<file path="config.mk">
export PLATFORM = sky130hd
export DESIGN_NAME = muldiv_seq
export DESIGN_NICKNAME = d
export VERILOG_FILES = /design/src/rtl/muldiv_pkg.sv /design/src/rtl/muldiv_iter.sv /design/src/rtl/muldiv_seq.sv
export SDC_FILE = /design/constraint.sdc
export NUM_CORES = 1
export LEC_CHECK = 0
export BUFFER_PORTS_ARGS = -buffer_cell sky130_fd_sc_hd__buf_4
export CORE_MARGIN = 2
export CORE_UTILIZATION = 40
export CTS_BUF_LIST = sky130_fd_sc_hd__clkbuf_4 sky130_fd_sc_hd__clkbuf_8 sky130_fd_sc_hd__clkbuf_16
export DETAILED_ROUTE_END_ITERATION = 10
export SLEW_MARGIN = 20
export SYNTH_ARGS = -nofsm -noshare
export SYNTH_HDL_FRONTEND = slang
export SYNTH_HIERARCHICAL = 1
export SYNTH_SLANG_ARGS = --single-unit
</file>
<file path="constraint.sdc">
create_clock -name clk -period 17 [get_ports clk]
set_input_delay 0 -clock clk [delete_from_list [all_inputs] [get_ports clk]]
set_output_delay 0 -clock clk [all_outputs]
set_load 0.005 [all_outputs]
</file>
<file path="src/rtl/muldiv_pkg.sv">
// Shared types and constants for the sequential RV32M multiply/divide unit.
package muldiv_pkg;

    localparam int XLEN_DEF  = 32;
    localparam int ITERS_DEF = 32;

    typedef enum logic [2:0] {
        OP_MUL    = 3'b000,
        OP_MULH   = 3'b001,
        OP_MULHSU = 3'b010,
        OP_MULHU  = 3'b011,
        OP_DIV    = 3'b100,
        OP_DIVU   = 3'b101,
        OP_REM    = 3'b110,
        OP_REMU   = 3'b111
    } op_e;

    typedef enum logic [1:0] {
        IDLE = 2'd0,
        BUSY = 2'd1,
        DONE = 2'd2
    } state_e;

endpackage

</file>
<file path="src/rtl/muldiv_iter.sv">
// Single radix-2 step: shift-add multiply or restoring trial-subtract divide.
module muldiv_iter
    import muldiv_pkg::*;
#(
    parameter int XLEN = XLEN_DEF
) (
    input  logic              is_div,
    input  logic [2*XLEN-1:0] acc,
    input  logic [XLEN-1:0]   opnd,
    output logic [2*XLEN-1:0] acc_next
);

    logic [XLEN:0] sum;
    logic [XLEN:0] trial;

    always_comb begin
        sum   = {1'b0, acc[2*XLEN-1:XLEN]} + {1'b0, opnd};
        trial = acc[2*XLEN-1:XLEN-1] - {1'b0, opnd};
        if (is_div) begin
            // No borrow means the shifted remainder covers the divisor.
            if (!trial[XLEN]) begin
                acc_next = {trial[XLEN-1:0], acc[XLEN-2:0], 1'b1};
            end else begin
                acc_next = {acc[2*XLEN-2:0], 1'b0};
            end
        end else if (acc[0]) begin
            acc_next = {sum, acc[XLEN-1:1]};
        end else begin
            acc_next = {1'b0, acc[2*XLEN-1:1]};
        end
    end

endmodule

</file>
<file path="src/rtl/muldiv_seq.sv">
// Sequential RV32M multiply/divide unit with valid/ready handshakes.
// Magnitudes iterate one bit per cycle; the sign is applied on completion.
module muldiv_seq
    import muldiv_pkg::*;
#(
    parameter int XLEN  = XLEN_DEF,
    parameter int ITERS = ITERS_DEF
) (
    input  logic            clk,
    input  logic            rst,
    input  logic            in_valid,
    output logic            in_ready,
    input  logic [2:0]      op,
    input  logic [XLEN-1:0] operand_a,
    input  logic [XLEN-1:0] operand_b,
    input  logic            flush,
    output logic            out_valid,
    input  logic            out_ready,
    output logic [XLEN-1:0] result
);

    localparam int CW = $clog2(ITERS + 1);

    state_e            state_q, state_d;
    logic [CW-1:0]     count_q, count_d;
    op_e               op_q, op_d;
    logic [2*XLEN-1:0] acc_q, acc_d, acc_step;
    logic [XLEN-1:0]   opnd_q, opnd_d;
    logic [XLEN-1:0]   result_q, result_d;
    logic              neg_q, neg_d;

    op_e               op_in;
    logic              accept, last;
    logic              sgn_a, sgn_b, b_zero, ovf, special;
    logic [XLEN-1:0]   mag_a, mag_b, spec_res, fin;
    logic [2*XLEN-1:0] prod;
    logic [XLEN-1:0]   quo, rem;

    assign op_in     = op_e'(op);
    assign in_ready  = (state_q == IDLE) && !flush;
    assign out_valid = (state_q == DONE);
    assign result    = result_q;
    assign accept    = in_valid && in_ready;
    assign last      = (count_q == CW'(ITERS - 1));

    // Operand decode: effective signs, magnitudes and bypass cases.
    always_comb begin
        sgn_a = operand_a[XLEN-1] && (op_in == OP_MULH || op_in == OP_MULHSU ||
                                      op_in == OP_DIV  || op_in == OP_REM);
        sgn_b = operand_b[XLEN-1] && (op_in == OP_MULH || op_in == OP_DIV ||
                                      op_in == OP_REM);
        mag_a  = sgn_a ? -operand_a : operand_a;
        mag_b  = sgn_b ? -operand_b : operand_b;
        b_zero = (operand_b == '0);
        ovf    = (op_in == OP_DIV || op_in == OP_REM) &&
                 (operand_a == {1'b1, {(XLEN-1){1'b0}}}) &&
                 (operand_b == '1);
        special = op[2] && (b_zero || ovf);
        if (b_zero) begin
            spec_res = op[1] ? operand_a : '1;
        end else begin
            spec_res = op[1] ? '0 : operand_a;
        end
    end

    muldiv_iter #(
        .XLEN     (XLEN)
    ) u_iter (
        .is_div   (op_q[2]),
        .acc      (acc_q),
        .opnd     (opnd_q),
        .acc_next (acc_step)
    );

    always_comb begin
        prod = neg_q ? -acc_step : acc_step;
        quo  = neg_q ? -acc_step[XLEN-1:0] : acc_step[XLEN-1:0];
        rem  = neg_q ? -acc_step[2*XLEN-1:XLEN] : acc_step[2*XLEN-1:XLEN];
        unique case (op_q)
            OP_MUL:                       fin = prod[XLEN-1:0];
            OP_MULH, OP_MULHSU, OP_MULHU: fin = prod[2*XLEN-1:XLEN];
            OP_DIV, OP_DIVU:              fin = quo;
            default:                      fin = rem;
        endcase
    end

    always_ff @(posedge clk) begin
        if (rst) begin
            state_q <= IDLE;
        end else begin
            state_q <= state_d;
        end
    end

    always_comb begin
        state_d = state_q;
        unique case (state_q)
            IDLE: if (accept) state_d = special ? DONE : BUSY;
            BUSY: if (last) state_d = DONE;
            DONE: if (out_ready) state_d = IDLE;
            default: state_d = IDLE;
        endcase
        if (flush) state_d = IDLE;
    end

    always_comb begin
        count_d  = count_q;
        op_d     = op_q;
        acc_d    = acc_q;
        opnd_d   = opnd_q;
        neg_d    = neg_q;
        result_d = result_q;
        if (flush) begin
            result_d = '0;
        end else begin
            unique case (state_q)
                IDLE: begin
                    if (accept) begin
                        count_d = '0;
                        op_d    = op_in;
                        neg_d   = (op_in == OP_REM) ? sgn_a : (sgn_a ^ sgn_b);
                        acc_d   = {{XLEN{1'b0}}, op[2] ? mag_a : mag_b};
                        opnd_d  = op[2] ? mag_b : mag_a;
                        if (special) result_d = spec_res;
                    end
                end
                BUSY: begin
                    acc_d   = acc_step;
                    count_d = count_q + CW'(1);
                    if (last) result_d = fin;
                end
                DONE: if (out_ready) result_d = '0;
                default: ;
            endcase
        end
    end

    always_ff @(posedge clk) begin
        if (rst) begin
            count_q  <= '0;
            op_q     <= OP_MUL;
            acc_q    <= '0;
            opnd_q   <= '0;
            neg_q    <= 1'b0;
            result_q <= '0;
        end else begin
            count_q  <= count_d;
            op_q     <= op_d;
            acc_q    <= acc_d;
            opnd_q   <= opnd_d;
            neg_q    <= neg_d;
            result_q <= result_d;
        end
    end

endmodule

</file>
# After elaboration in Yosys (flattened, before gate mapping)
# Index checks and enable logic that the tools add are counted.
# W data, S select, Z words.
# classes
addsub	8
n_reduce_logical	27
n_eq_ne	18
muxes	29
bitwise_logic	2
# op_table
cell	n
$mux W32	13
$mux W64	5
$pmux W32 S3	2
$neg A32 Y32	4
$pmux W64 S2	1
$eq A32 B32 Y1 const B	2
$neg A64 Y64	1
$add A32 B32 Y33	1
$sub A33 B32 Y33	1
$logic_not A32 Y1	1
$eq A3 B3 Y1 const B	4
$pmux W6 S2	1
$eq A3 B2 Y1 const B	3
$reduce_and A3 Y1	3
$mux W2	4
$logic_and A1 B1 Y1	7
$logic_or A1 B1 Y1	7
$add A6 B1 Y6 const B	1
$eq A3 B1 Y1 const B	2
$eq A6 B5 Y1 const B	1
$mux W6	1
$ne A2 B2 Y1 const B	3
$pmux W2 S3	1
$reduce_and A5 Y1	1
other kinds (13)	14
# word_totals
word_cells	91
register_bits	140
output_inout_bits	34

# Logic depth before layout (Yosys ltp)
# logic_depth
ltp_word	9
depth_mapped	24
ltp_nobuf	22

# By module
# The synthesis kept the hierarchy.
# modules_own_cells
module	cells_per_inst	seq_area_each_um2	area_per_inst_um2	instances
muldiv_seq	1550	2802.7	11200.7	1
muldiv_iter	681	0.0	4829.6	1

# Worst setup path before layout
# OpenSTA, ideal clock, no wires.
# synth_path
path_kind	reg-to-reg
start	register acc_q[31]
end	register result_q[31], in the netlist result[31]
setup_ns	0.127
path_slack_ns	11.482
path_buffers	2
period_less_slack_ns	5.518
arrival_time_ns	5.391
required_time_ns	16.873
path_stages_with_launch	22
path_cell_list	dfxtp_1 inv_1 ha_1 fa_1 nand2b_1 a21oi_2 a2111oi_1 o21a_1 nor4_4 o211ai_1 mux2_4 nor2_8 buf_6 mux2i_1 a21oi_1 buf_6 or4_2 or4_2 or4_4 a221o_1 o31ai_1 a31oi_1
# synth_between
elab_chain_cells	8
word_cells_on_any_way	13
classes_between	add/sub (4); mux (9)
# synth_rtl
item	line_no	rtl
from (decl)	muldiv_seq.sv:27	logic [2*XLEN-1:0] acc_q, acc_d, acc_step;
from (signal assigned)	muldiv_seq.sv:142	acc_q <= '0;
from (signal assigned)	muldiv_seq.sv:149	acc_q <= acc_d;
$sub A33 B32 Y33 *	muldiv_iter.sv:18	trial = acc[2*XLEN-1:XLEN-1] - {1'b0, opnd};
$mux W64 *	muldiv_iter.sv:21	if (!trial[XLEN]) begin
$mux W64 *	muldiv_iter.sv:19	if (is_div) begin
net acc_step[52]	muldiv_seq.sv:27	
$neg A64 Y64 / $neg A32 Y32 (equally long branches)	muldiv_seq.sv:76, muldiv_seq.sv:78	
$mux W64 / $mux W32 (equally long branches)	muldiv_seq.sv:76, muldiv_seq.sv:78	
$pmux W32 S3 *	muldiv_seq.sv:79	unique case (op_q)
$mux W32 *	muldiv_seq.sv:130	if (last) result_d = fin;
$pmux W32 S3 *	muldiv_seq.sv:116	unique case (state_q)
to (signal assigned)	muldiv_seq.sv:152	result_q <= result_d;
to (decl)	muldiv_seq.sv:29	logic [XLEN-1:0] result_q, result_d;
# The timed path passes the listed nets; every way through them passes the cells marked *. The select of a mux whose other input is x is not followed.
# A chain may end at the register's enable or synchronous reset.

# Worst setup path in the final report
# layout_path
start	register opnd_q[3]
end	register result_q[28], in the netlist result[28]
# layout_between
elab_chain_cells	8
word_cells_on_any_way	14
classes_between	add/sub (5); mux (9)
# layout_rtl
item	line_no	rtl
from (decl)	muldiv_seq.sv:28	logic [XLEN-1:0] opnd_q, opnd_d;
from (signal assigned)	muldiv_seq.sv:150	opnd_q <= opnd_d;
$sub A33 B32 Y33 *	muldiv_iter.sv:18	
$mux W64 *	muldiv_iter.sv:21	
$mux W64 *	muldiv_iter.sv:19	
net acc_step[32]	muldiv_seq.sv:27	
$neg A64 Y64 / $neg A32 Y32 (equally long branches)	muldiv_seq.sv:76, muldiv_seq.sv:78	
$mux W64 / $mux W32 (equally long branches)	muldiv_seq.sv:76, muldiv_seq.sv:78	
$pmux W32 S3 *	muldiv_seq.sv:79	
$mux W32 *	muldiv_seq.sv:130	
$pmux W32 S3 *	muldiv_seq.sv:116	
# Marked as above.

==> results.cfg <==
[routing]
drc_errors = 0
first_pass_iters = 8
drt-initial-drc-count = 2152
wire_per_inst_um = 24.2
vias = 17900
wl_um = 66900
vias_per_cell = 6.47
ant_nets = 0

[placed_design]
dp_cells = 2722
place_ws_ns = 10.06
gp_congestion = 0.999
portBuffers = 105
dpl.hpwl_um = 50500

[critical_path]
cp_slowest_cell = nor3b_1
critPathRequiredTime_ns = 17.30
crit_type = reg2reg
r2r_slack_ns = 9.90
critical_path.max_fanout = 35
cpPeakStageDelay_ns = 0.66
worstPathCellList = inv_1 -> ha_1 -> o211ai_1 -> a21oi_2 -> a2111oi_1 -> o21a_1 -> nor4_4 -> o211ai_1 -> mux2_4 -> nor2_8 -> or2_0 -> a31oi_1 -> inv_1 -> ha_1 -> nor3b_1 -> nand4_1 -> or4_1 -> o21ai_0 -> o22ai_1 -> a221oi_1 -> a21oi_1
arrival_ns = 7.40
critPathLaunchType = register
end_kind = register

[yosys]
syn-num-nets = 2379
postSynthCellCount = 2231
synth.avg_cell_area_sq_um = 7.19
synth_seq_area_share = 0.175
synth_edf_count = 0
ys_seq_elements = 140
yosys_warnings = 6
netlist_area_sq_mm = 0.0160
ys_types = 109
synthFlopType = dfxtp_1
synthArstFlopShare = 0

[floorplan]
start_util = 0.404
dieArea_sq_mm = 0.0417
dieHeight_um = 204
rows = 73
core_sq_mm = 0.0396
die_x_um = 204
num_io_pins = 106

[grt]
grt_overflow_total = 0
grt_pass1_vias = 16500
grt_max_degree = 82
grt_antenna_before_repair = 0
grt_pass1_wl_um = 101000
grt_use_total = 0.314

[worst_hold_path]
hold_path.class = in2reg

[power]
power_per_cell_area_mw_per_mm2 = 73.5
power.leakage_uw = 0.00684
peakVddDrop_mv = 0.0639

[final_layout]
fillers = 4150
final_nets = 2369
mostFrequentLayoutCells = 272 x a21oi_1, 234 x nand2_1, 152 x o21ai_0
final_cell_count_no_fill = 2759
syn2layout_area_growth_pct = 9.54
drive_gt1_frac = 0.118
regArea_sq_mm = 0.00281
multi_input_area_sq_mm = 0.0121
layout_commonest_cell = a21oi_1
n_antenna_cell = 0

[timing]
fin_crit_sh = 0.418
max_freq_mhz = 141
fin_skew_ns = 0.0168
finalSetupViolCount = 0
fin_crit_ns = 7.10
worst_slew_pin_slew_ns = 1.08
setup_tns_ns = 0
relSlewSlack = 0.277
setup_slack_ns = 9.90
rsz0062_at_grt = false
hold_viol = 0
drv_slew = 0

[clocking]
post-cts-setup-buffer-count = 0
cts-root-buf = clkbuf_16
cts_tree = done
cts_inserted_buffers = 17
clkSinkCount = 140
htreeDepth = 4
clk_path_buf_depth = 2
clk_pin_slew_ns = 0.07
clock_latency_ns = 0.46

[flow_run]
maxCapViolCount = 0

[outcome]
outcome = complete, no violations
[power by group]
group / leakage, uW / switching, uW / internal, uW
registers: 0.00114 / 20.9 / 343
logic: 0.00541 / 345 / 176
clock network: 0.000292 / 181 / 224
total: 0.00684 / 547 / 744
[cells by family after synthesis]
family	count (synthesis)	synth area share
AO/OA/AOI/OAI	756	0.295
AND/OR/NAND/NOR	722	0.229
buffers and inverters	246	0.0701
XOR/XNOR	173	0.0945
flip-flops	140	0.175
adder cells (fa/ha/maj)	104	0.0777
multiplexers	90	0.0592
[stage by stage]
| stage | power [uW] | util | instance area [sq um] | hold WS [ns] |
|---|---|---|---|---|
| after floorplan | 716 | - | 16000 | 0.0350 |
| after global routing | 1340 | 0.443 | 17600 | 0.0295 |
| final | 1290 | 0.443 | 17600 | 0.0233 |
| after global placement | 870 | 0.426 | 16900 | 0.355 |
| after detailed placement | 872 | 0.426 | 16900 | 0.361 |
| after CTS | 1280 | 0.443 | 17600 | 0.0119 |
[final cells by class]
cell class	instances	area share
Clock buffer	18	0.0247
Timing Repair Buffer	142	0.0614
Sequential cell	140	0.160
Multi-Input combinational cell	1845	0.690
Tap cell	525	0.0374
Clock inverter	14	0.0102
Inverter	75	0.0160
[synthesized netlist by cell type, drive strengths merged (5+ instances only)]
| cell type | number | area, sq um |
|---|---|---|
| a21oi | 275 | 1400 |
| nand2 | 234 | 878 |
| o21ai | 156 | 781 |
| clkbuf | 144 | 633 |
| dfxtp | 140 | 2800 |
| nor2 | 129 | 500 |
| xnor2 | 113 | 990 |
| nand3 | 77 | 403 |
| ha | 74 | 926 |
| inv | 73 | 274 |
| xor2 | 60 | 526 |
| mux2i | 55 | 551 |
| nor3 | 46 | 235 |
| a31oi | 43 | 269 |
| a211oi | 42 | 315 |
| nor4 | 39 | 302 |
| mux2 | 35 | 398 |
| nand4 | 34 | 213 |
| nor2b | 33 | 206 |
| o211ai | 30 | 225 |
| maj3 | 28 | 280 |
| o31ai | 27 | 203 |
| a21o | 26 | 199 |
| or4 | 26 | 210 |
| buf | 25 | 189 |
| nand2b | 25 | 166 |
| or3 | 22 | 151 |
| o22ai | 20 | 125 |
| o41ai | 19 | 174 |
| a22oi | 17 | 138 |
| and2 | 12 | 77.6 |
| and3 | 12 | 76.3 |
| o21a | 12 | 91.3 |
| or2 | 12 | 75.1 |
| a41oi | 11 | 96.3 |
| o221ai | 11 | 96.3 |
| a221oi | 10 | 93.8 |
| a211o | 7 | 61.3 |
| a311oi | 7 | 61.3 |
| o21bai | 5 | 37.5 |
[final timing paths]
| kind | startpoint | endpoint | depth (start not counted) |
|---|---|---|---|
| setup / recovery | opnd_q[3] | result[28] | 21 |
| hold / removal | operand_a[31] | opnd_q[31] | 3 |
| setup reg to reg | opnd_q[3] | result[28] | 21 |
| hold reg to reg | opnd_q[2] | opnd_q[2] | 2 |
[critical path: cells and delay by family (launching register included)]
family | cells | cell delay, ns
AOI/OAI and AO/OA | 10 | 2.49
DFF | 1 | 0.37
buffers and inverters | 2 | 0.27
and+or+nand+nor | 6 | 2.87
adders and majority gates | 2 | 0.52
muxes | 1 | 0.36
[sequential cells by signal (all words and copies together), names as in the netlist]
| register | cells |
|---|---|
| neg_q | 1 |
| state_q | 2 |
| opnd_q | 32 |
| count_q | 6 |
| op_q | 3 |
| result | 32 |
| acc_q | 64 |
[routing by layer]
layer | GRT usage | routed length, um | vias up
met4 | 0.143 | 3050 | 0
met2 | 0.497 | 30000 | 898
met3 | 0.0427 | 5600 | 141
met5 | 0 | 0 | -
met1 | 0.422 | 28200 | 8595
li1 | - | - | 8218
[timing repair]
item / CTS / global route
hold buffers: 5 / 0
gates resized for setup: 0 / 0
endpoints found under the hold margin: 8 / 0
Power figures use the tool's default switching activity.
